**config.mk**
```make
export PLATFORM = sky130hd
export DESIGN_NAME = simd_writeback_queue
export DESIGN_NICKNAME = d
export VERILOG_FILES = /design/src/rtl/spu_pkg.sv /design/src/rtl/simd_zero_mask.sv /design/src/rtl/simd_writeback_queue.sv
export SDC_FILE = /design/constraint.sdc
export NUM_CORES = 1
export LEC_CHECK = 0
export CAP_MARGIN = 20
export CORE_AREA = 3 3 321 323
export DETAILED_ROUTE_END_ITERATION = 10
export DIE_AREA = 0 0 324 326
export HOLD_SLACK_MARGIN = 0.15
export SLEW_MARGIN = 40
export SYNTH_ARGS = -nofsm -noshare
export SYNTH_HDL_FRONTEND = slang
export SYNTH_HIERARCHICAL = 1
export SYNTH_SLANG_ARGS = --single-unit
```
**constraint.sdc**
```tcl
create_clock -name clk -period 5.9 [get_ports clk]
set_clock_uncertainty 0.1 [all_clocks]
set_input_delay 0.885 -clock clk [delete_from_list [all_inputs] [get_ports clk]]
set_output_delay 0.885 -clock clk [all_outputs]
set_load 0.02 [all_outputs]
```
**src/rtl/spu_pkg.sv**
```systemverilog
// Shared SPU definitions: datapath widths, writeback queue depth and the
// writeback entry layout.
package spu_pkg;

    localparam int DATA_W     = 128;
    localparam int REG_ADDR_W = 7;
    localparam int WB_DEPTH   = 4;
    localparam int ZMASK_W    = DATA_W / 16;

    typedef struct packed {
        logic [DATA_W-1:0]     data;
        logic [REG_ADDR_W-1:0] dest;
        logic [ZMASK_W-1:0]    zmask;
    } wb_entry_t;

endpackage

```
**src/rtl/simd_zero_mask.sv**
```systemverilog
// Per-halfword-lane zero flags for a SIMD result quadword. In fullword mode
// each 32-bit word drives the pair of flags covering its two halfwords.
module simd_zero_mask
    import spu_pkg::*;
(
    input  logic [DATA_W-1:0]  in_data,
    input  logic               in_half,
    output logic [ZMASK_W-1:0] zmask
);

    // Flag generation: one bit per halfword lane, lane width chosen by in_half
    always_comb begin
        zmask = '0;
        for (int i = 0; i < ZMASK_W; i++) begin
            if (in_half) begin
                zmask[i] = (in_data[16*i +: 16] == 16'h0000);
            end else begin
                zmask[i] = (in_data[32*(i/2) +: 32] == 32'h0000_0000);
            end
        end
    end

endmodule

```
**src/rtl/simd_writeback_queue.sv**
```systemverilog
// Writeback queue between the SIMD ALU and the register file. Results are
// buffered in a circular FIFO, written back in push order, and every queued
// entry is searchable for operand forwarding (youngest match wins).
// DEPTH must be a power of two, at least 2, so the pointers wrap naturally.
module simd_writeback_queue
    import spu_pkg::*;
#(
    parameter int DEPTH  = WB_DEPTH,
    parameter int ADDR_W = REG_ADDR_W
) (
    input  logic                     clk,
    input  logic                     rst_n,
    input  logic                     in_valid,
    output logic                     in_ready,
    input  logic [DATA_W-1:0]        in_data,
    input  logic [ADDR_W-1:0]        in_dest,
    input  logic                     in_half,
    output logic                     rf_we,
    input  logic                     rf_ack,
    output logic [ADDR_W-1:0]        rf_waddr,
    output logic [DATA_W-1:0]        rf_wdata,
    output logic [ZMASK_W-1:0]       rf_zmask,
    input  logic [ADDR_W-1:0]        fwd_addr,
    output logic                     fwd_hit,
    output logic [DATA_W-1:0]        fwd_data,
    output logic [$clog2(DEPTH):0]   count
);

    localparam int PTR_W = $clog2(DEPTH);
    localparam int CNT_W = PTR_W + 1;
    localparam logic [CNT_W-1:0] FULL_CNT = CNT_W'(DEPTH);

    // Entry storage is never reset; validity is tracked by the pointers/count.
    logic [DATA_W-1:0]  data_mem  [DEPTH];
    logic [ADDR_W-1:0]  dest_mem  [DEPTH];
    logic [ZMASK_W-1:0] zmask_mem [DEPTH];

    logic [PTR_W-1:0]   wr_ptr;
    logic [PTR_W-1:0]   rd_ptr;
    logic [CNT_W-1:0]   count_q;

    logic [ZMASK_W-1:0] push_zmask;
    logic               do_push;
    logic               do_pop;

    simd_zero_mask u_zero_mask (
        .in_data (in_data),
        .in_half (in_half),
        .zmask   (push_zmask)
    );

    // Handshakes: a full queue refuses input even when the head pops this cycle
    assign in_ready = (count_q < FULL_CNT);
    assign rf_we    = (count_q != '0);
    assign do_push  = in_valid && in_ready;
    assign do_pop   = rf_we && rf_ack;
    assign count    = count_q;

    // Head entry presented to the register file
    assign rf_waddr = dest_mem[rd_ptr];
    assign rf_wdata = data_mem[rd_ptr];
    assign rf_zmask = zmask_mem[rd_ptr];

    // Control state: pointers and occupancy, cleared by reset
    always_ff @(posedge clk) begin
        if (!rst_n) begin
            wr_ptr  <= '0;
            rd_ptr  <= '0;
            count_q <= '0;
        end else begin
            if (do_push) begin
                wr_ptr <= wr_ptr + 1'b1;
            end
            if (do_pop) begin
                rd_ptr <= rd_ptr + 1'b1;
            end
            case ({do_push, do_pop})
                2'b10:   count_q <= count_q + 1'b1;
                2'b01:   count_q <= count_q - 1'b1;
                default: count_q <= count_q;
            endcase
        end
    end

    // Entry storage: written at the write pointer on every accepted push
    always_ff @(posedge clk) begin
        if (do_push) begin
            data_mem[wr_ptr]  <= in_data;
            dest_mem[wr_ptr]  <= in_dest;
            zmask_mem[wr_ptr] <= push_zmask;
        end
    end

    // Forwarding: walk valid entries oldest to youngest so the youngest match
    // is the one left standing; the head still counts while it pops
    always_comb begin
        fwd_hit  = 1'b0;
        fwd_data = '0;
        for (int i = 0; i < DEPTH; i++) begin
            if ((CNT_W'(i) < count_q) &&
                (dest_mem[rd_ptr + PTR_W'(i)] == fwd_addr)) begin
                fwd_hit  = 1'b1;
                fwd_data = data_mem[rd_ptr + PTR_W'(i)];
            end
        end
    end

endmodule

```
Word level (Yosys, flattened, before mapping)
Memories as Yosys holds them, arrays and structs flattened. A register that Yosys moved wholly into a read port is not among the register bits.
Index checks and enable logic that the tools add are counted.
- flip-flop bits (word level): 7
- bits in latches: 0
- memory bits (writable): 572
- ROM bits: 0
- input bits: 147
- output and inout bits: 277
- word-level logic and storage cells: 68
- memories kept: 3
- memories (memory ; depth ; bits a word ; rd ports ; clocked after Yosys merged registers in ; write ports ; line ; RTL):
    data_mem ; 4 ; 128 ; 4 ; 1 ; 1 ; simd_writeback_queue.sv:34 ; logic [DATA_W-1:0] data_mem [DEPTH];
    zmask_mem ; 4 ; 8 ; 1 ; 1 ; 1 ; simd_writeback_queue.sv:36 ; logic [ZMASK_W-1:0] zmask_mem [DEPTH];
    dest_mem ; 4 ; 7 ; 4 ; 1 ; 1 ; simd_writeback_queue.sv:35 ; logic [ADDR_W-1:0] dest_mem [DEPTH];
- $add $sub $neg: 6
- multipliers: 0
- divide/modulo/power cells: 0
- magnitude comparators: 5
- eq/ne operators: 6
- shift-type cells: 0
- muxes and demuxes: 25
- bitwise operators: 0
- reduce and logical (&&, ||, !) cells: 20
- operators by type and width (cell ; number):
    two-way mux 128 bit ; 4
    zero test 16 bit ; 8
    zero test 32 bit ; 4
    == test 7 bit ; 4
    two-way mux 1 bit ; 14
    two-way mux 2 bit ; 6
    logical AND 1 bit ; 6
    less-than comparator 1 x 3 -> 1 bit, first input constant ; 2
    less-than comparator 2 x 3 -> 1 bit, first input constant ; 2
    case mux 3 bit (2 select lines) ; 1
    adder 2 x 1 -> 2 bit, second input constant ; 2
    adder 2 bit, second input constant ; 2
    adder 3 x 1 -> 3 bit, second input constant ; 1
    less-than comparator 3 bit, second input constant ; 1
    nonzero test 3 bit ; 1
    subtractor 3 x 1 -> 3 bit, second input constant ; 1
    == test 2 x 1 -> 1 bit, second input constant ; 1
    == test 2 bit, second input constant ; 1
    nonzero test 2 bit ; 1

Logic depth before layout (Yosys ltp)
An unclocked memory read counts as a cell.
- depth in word-level cells: 7
- depth in mapped cells: 11

Cells and area by module
Netlist, hierarchy kept.
- modules (own cells, without submodules) (module ; instances ; cells each ; area an instance (µm²) ; seq. area each (µm²)):
    simd_writeback_queue ; 1 ; 2364 ; 34634.5 ; 17356.6
    simd_zero_mask ; 1 ; 49 ; 344.1 ; 0.0

Worst setup path before layout
No wires, ideal clock.
- path kind: input port to flip-flop
- start: input port in_valid
- end: memory data_mem[0][0] (enable)
- library setup time: 0.520 ns
- arrival time: 4.543 ns
- slack: 0.737 ns
- stages on the path: 3
- buffers on the path: 1
- path through: nor2b_1 -> clkbuf_1 -> and2_1
- longest elaborated chain between the ends: 3
- ends and longest elaborated chain (what ; line ; RTL):
    start: declaration ; simd_writeback_queue.sv:13 ; input logic in_valid,
    logical AND 1 bit ; simd_writeback_queue.sv:55 ; assign do_push = in_valid && in_ready;
    two-way mux 1 bit ; simd_writeback_queue.sv:87 ; if (do_push) begin
    two-way mux 1 bit (implied by the code) ; simd_writeback_queue.sv:88 ; data_mem[wr_ptr] <= in_data;
    end: declaration ; simd_writeback_queue.sv:34 ;
No other way between the ends.

Final worst setup path
- start: register rd_ptr[1]
- end: output port fwd_data[86]
- longest elaborated chain between the ends: 7
- elaborated cells between the ends (all ways): 14
- ends and longest elaborated chain (what ; line ; RTL):
    start: declaration ; simd_writeback_queue.sv:39 ; logic [PTR_W-1:0] rd_ptr;
    start signal: assignment ; simd_writeback_queue.sv:75 ; rd_ptr <= rd_ptr + 1'b1;
    adder 2 x 1 -> 2 bit ; simd_writeback_queue.sv:101, simd_writeback_queue.sv:103 ;
    memory read (4 x 7 bit) ; -- ;
    == test 7 bit ; simd_writeback_queue.sv:101 ; (dest_mem[rd_ptr + PTR_W'(i)] == fwd_addr)) begin
    logical AND 1 bit ; simd_writeback_queue.sv:100 ; if ((CNT_W'(i) < count_q) &&
    two-way mux 128 bit (2 in a row) ; simd_writeback_queue.sv:100 ;
    two-way mux 128 bit * ; simd_writeback_queue.sv:100 ;
    end: declaration ; simd_writeback_queue.sv:25 ; output logic [DATA_W-1:0] fwd_data,
Mark *: on every way between the ends. The rest lies on a longest branch, timed or not.

==> results.py <==
metrics = {
    "run_status": {
        "run_status": "finished clean",
    },
    "setup_path": {
        "worstSetupEndpointType": "output port",
        "arrival_ns": 4.46,
        "critical_path_class": "register to output port",
        "r2r-start": "count[2]",
        "critPathLaunch": "rd_ptr[1]",
        "cp_max_fo": 133,
        "required_ns": 4.91,
        "startpoint_type": "register",
    },
    "drt": {
        "wirelength_mm": 106,
        "wire_per_inst_um": 25.8,
        "top_layer": "met5",
        "drc": 0,
        "drt_iter0_markers": 1840,
        "first_pass_iters": 7,
        "wl_met3_mm": 7.10,
        "wl_met1_mm": 42.0,
        "avgViaCountPerCell": 5.93,
        "num_vias": 24400,
        "dr_wl_met2_mm": 53.1,
        "ant_nets": 0,
    },
    "finish": {
        "syn_to_final_growth_pct": 22.8,
        "layout_commonest_cell": "edfxtp_1",
        "fillers": 8906,
        "multi_input_area_um2": 16500,
        "fin_nets": 2902,
        "drive_gt1_share_pct": 25.6,
        "most-common-layout-cells": "edfxtp_1, clkdlybuf4s50_1, mux4_2",
        "register_area_um2": 17400,
        "fin_util_pct": 42.9,
    },
    "sta": {
        "tns_ns": 0,
        "layout_min_cycle_time_ns": 5.44,
        "finalMaxSlewViolations": 0,
        "timing.fmax_ghz": 0.184,
        "setup_viol": 0,
        "grt_setup_unrepaired": "false",
        "relSlewSlack_pct": 44.5,
        "fin_crit_sh_pct": 92.2,
        "finalHoldViolations": 0,
        "tightest_slew_ns": 0.833,
    },
    "floorplanning": {
        "rows": 116,
        "fp.dieW_um": 324,
        "io_pins": 424,
        "dieHeight_um": 326,
        "dieArea_um2": 106000,
        "initial_core_util_pct": 34.9,
        "core_area_um2": 100000,
    },
    "grt": {
        "grt_use_total_pct": 19.8,
        "grt-ovfl-total": 0,
        "grt_start_max_net_pins": 220,
        "antenna_found_initial": 15,
        "grt_pass1_vias": 25600,
        "grt_pass1_wl_mm": 160,
    },
    "clock_network": {
        "cts_inserted_buffers": 69,
        "cts_buffer_depth": 3,
        "clk_latency_ns": 0.60,
        "cts_resized": 0,
        "cts_root_buffer": "clkbuf_16",
        "post-cts-setup-buffers": 0,
        "cts_tree": "done",
        "cts.sinks": 581,
        "path_clk_slew_ns": 0.06,
        "cts_hold_buf": 0,
        "htreeDepth": 3,
    },
    "hold_path": {
        "worstHoldStart": "count[0]",
        "min_path_type": "register to register",
    },
    "logic_synthesis": {
        "ys.flop_type": "edfxtp_1",
        "synth_nets": 2569,
        "synth_edf_count": 572,
        "yosysWarnings": 6,
        "synthArstFlopShare_pct": 0,
        "synth-seq-cells": 581,
        "syn_area_per_cell_um2": 14.5,
        "ys_types": 45,
        "synth-seq-area-share_pct": 49.6,
        "netlist_area_um2": 35000,
        "synth_cells": 2413,
    },
    "pwr": {
        "p_leak_uw": 0.0127,
        "powerDensity_nw_per_um2": 383,
        "ir_drop_mv": 0.255,
    },
    "placement": {
        "dp_hpwl_mm": 67.6,
        "place.port_buffers": 423,
        "gp_congestion": 0.836,
    },
    "run": {
        "maxCapViolations": 0,
    },
}
==> layer usage <==
metal	track usage, %	up-vias
met3	3.91	209
li1	-	10600
met1	24.7	12700
met5	0	-
met2	33.5	892
met4	7.90	2
==> worst max-delay path: stages, from the launching register on <==
cell	delay [ns]
dfxtp_4	0.72
buf_4	0.74
buf_12	0.49
buf_16	0.39
mux4_2	0.39
nand3_1	0.12
o211ai_2	0.13
clkdlybuf4s50_1	0.58
==> synthesized netlist by cell type, types with 15 or more instances <==
master | instances | area share [%]
mux4_2 | 279 | 18
o211ai_2 | 121 | 4.3
mux2_2 | 131 | 4.2
nor4_1 | 26 | 0.47
buf_1 | 15 | 0.16
o211ai_1 | 135 | 2.9
edfxtp_1 | 572 | 49
xnor2_1 | 28 | 0.70
nand2_1 | 260 | 2.8
o21ai_0 | 131 | 1.9
buf_6 | 17 | 0.55
nand3_1 | 128 | 1.8
clkbuf_1 | 103 | 1.1
buf_2 | 71 | 1.0
mux2i_1 | 276 | 7.9
==> kinds of logic (layout without fill, tap and decap cells) <==
family	after synthesis	after routing	share of synthesized area [%]
buffers and inverters	235	625	3.44
other	0	13	0
AND/OR/NAND/NOR	461	461	6.10
XOR/XNOR	33	33	0.826
adder cells (fa/ha/maj)	9	9	0.322
AO/OA/AOI/OAI	406	406	9.47
multiplexers	688	688	30.2
flip-flops	581	581	49.6
==> through the flow <==
step	power [uW]	std cells	hold slack, ns	area, um2	worst slack (ns)
4_1_cts	16600	4099	0.613	42900	0.377
6_report	16400	4114	0.605	42900	0.458
5_1_grt	17300	4110	0.639	42900	0.220
3_5_place_dp	12300	3971	0.596	40600	0.824
3_3_place_gp	12100	3964	0.518	40400	0.822
2_1_floorplan	10100	2413	0.524	35000	0.737
==> power breakdown <==
| group | switching [uW] | internal (uW) | total [uW] |
|---|---|---|---|
| Sequential | 294 | 4980 | 5270 |
| Clock | 1700 | 2600 | 4300 |
| Combinational | 3600 | 3260 | 6860 |
| Total | 5600 | 10800 | 16400 |
==> flip-flops by register name, summed over array words and instances, names as in the netlist, named ones only <==
signal and count:
data_mem 512, rd_ptr 2, zmask_mem 32, dest_mem 28, wr_ptr 2, count 3
==> layout make-up <==
| type | instances | area share [%] |
|---|---|---|
| Inverter | 10 | 0.0874 |
| Timing Repair Buffer | 487 | 12.0 |
| Clock inverter | 47 | 1.10 |
| Clock buffer | 81 | 4.23 |
| Sequential cell | 581 | 40.5 |
| Tap cell | 1298 | 3.78 |
| Antenna cell | 13 | 0.0758 |
| Multi-Input combinational cell | 1597 | 38.3 |
==> path summary, 6_finish.rpt <==
path,endpoint,slack [ns],cells after the start
hold reg to reg,count[0],0.61,2
hold / removal,count[0],0.61,2
setup / recovery,fwd_data[86],0.46,7
setup reg to reg,data_mem[3][101],3.06,4
Power figures use the tool's default switching activity.
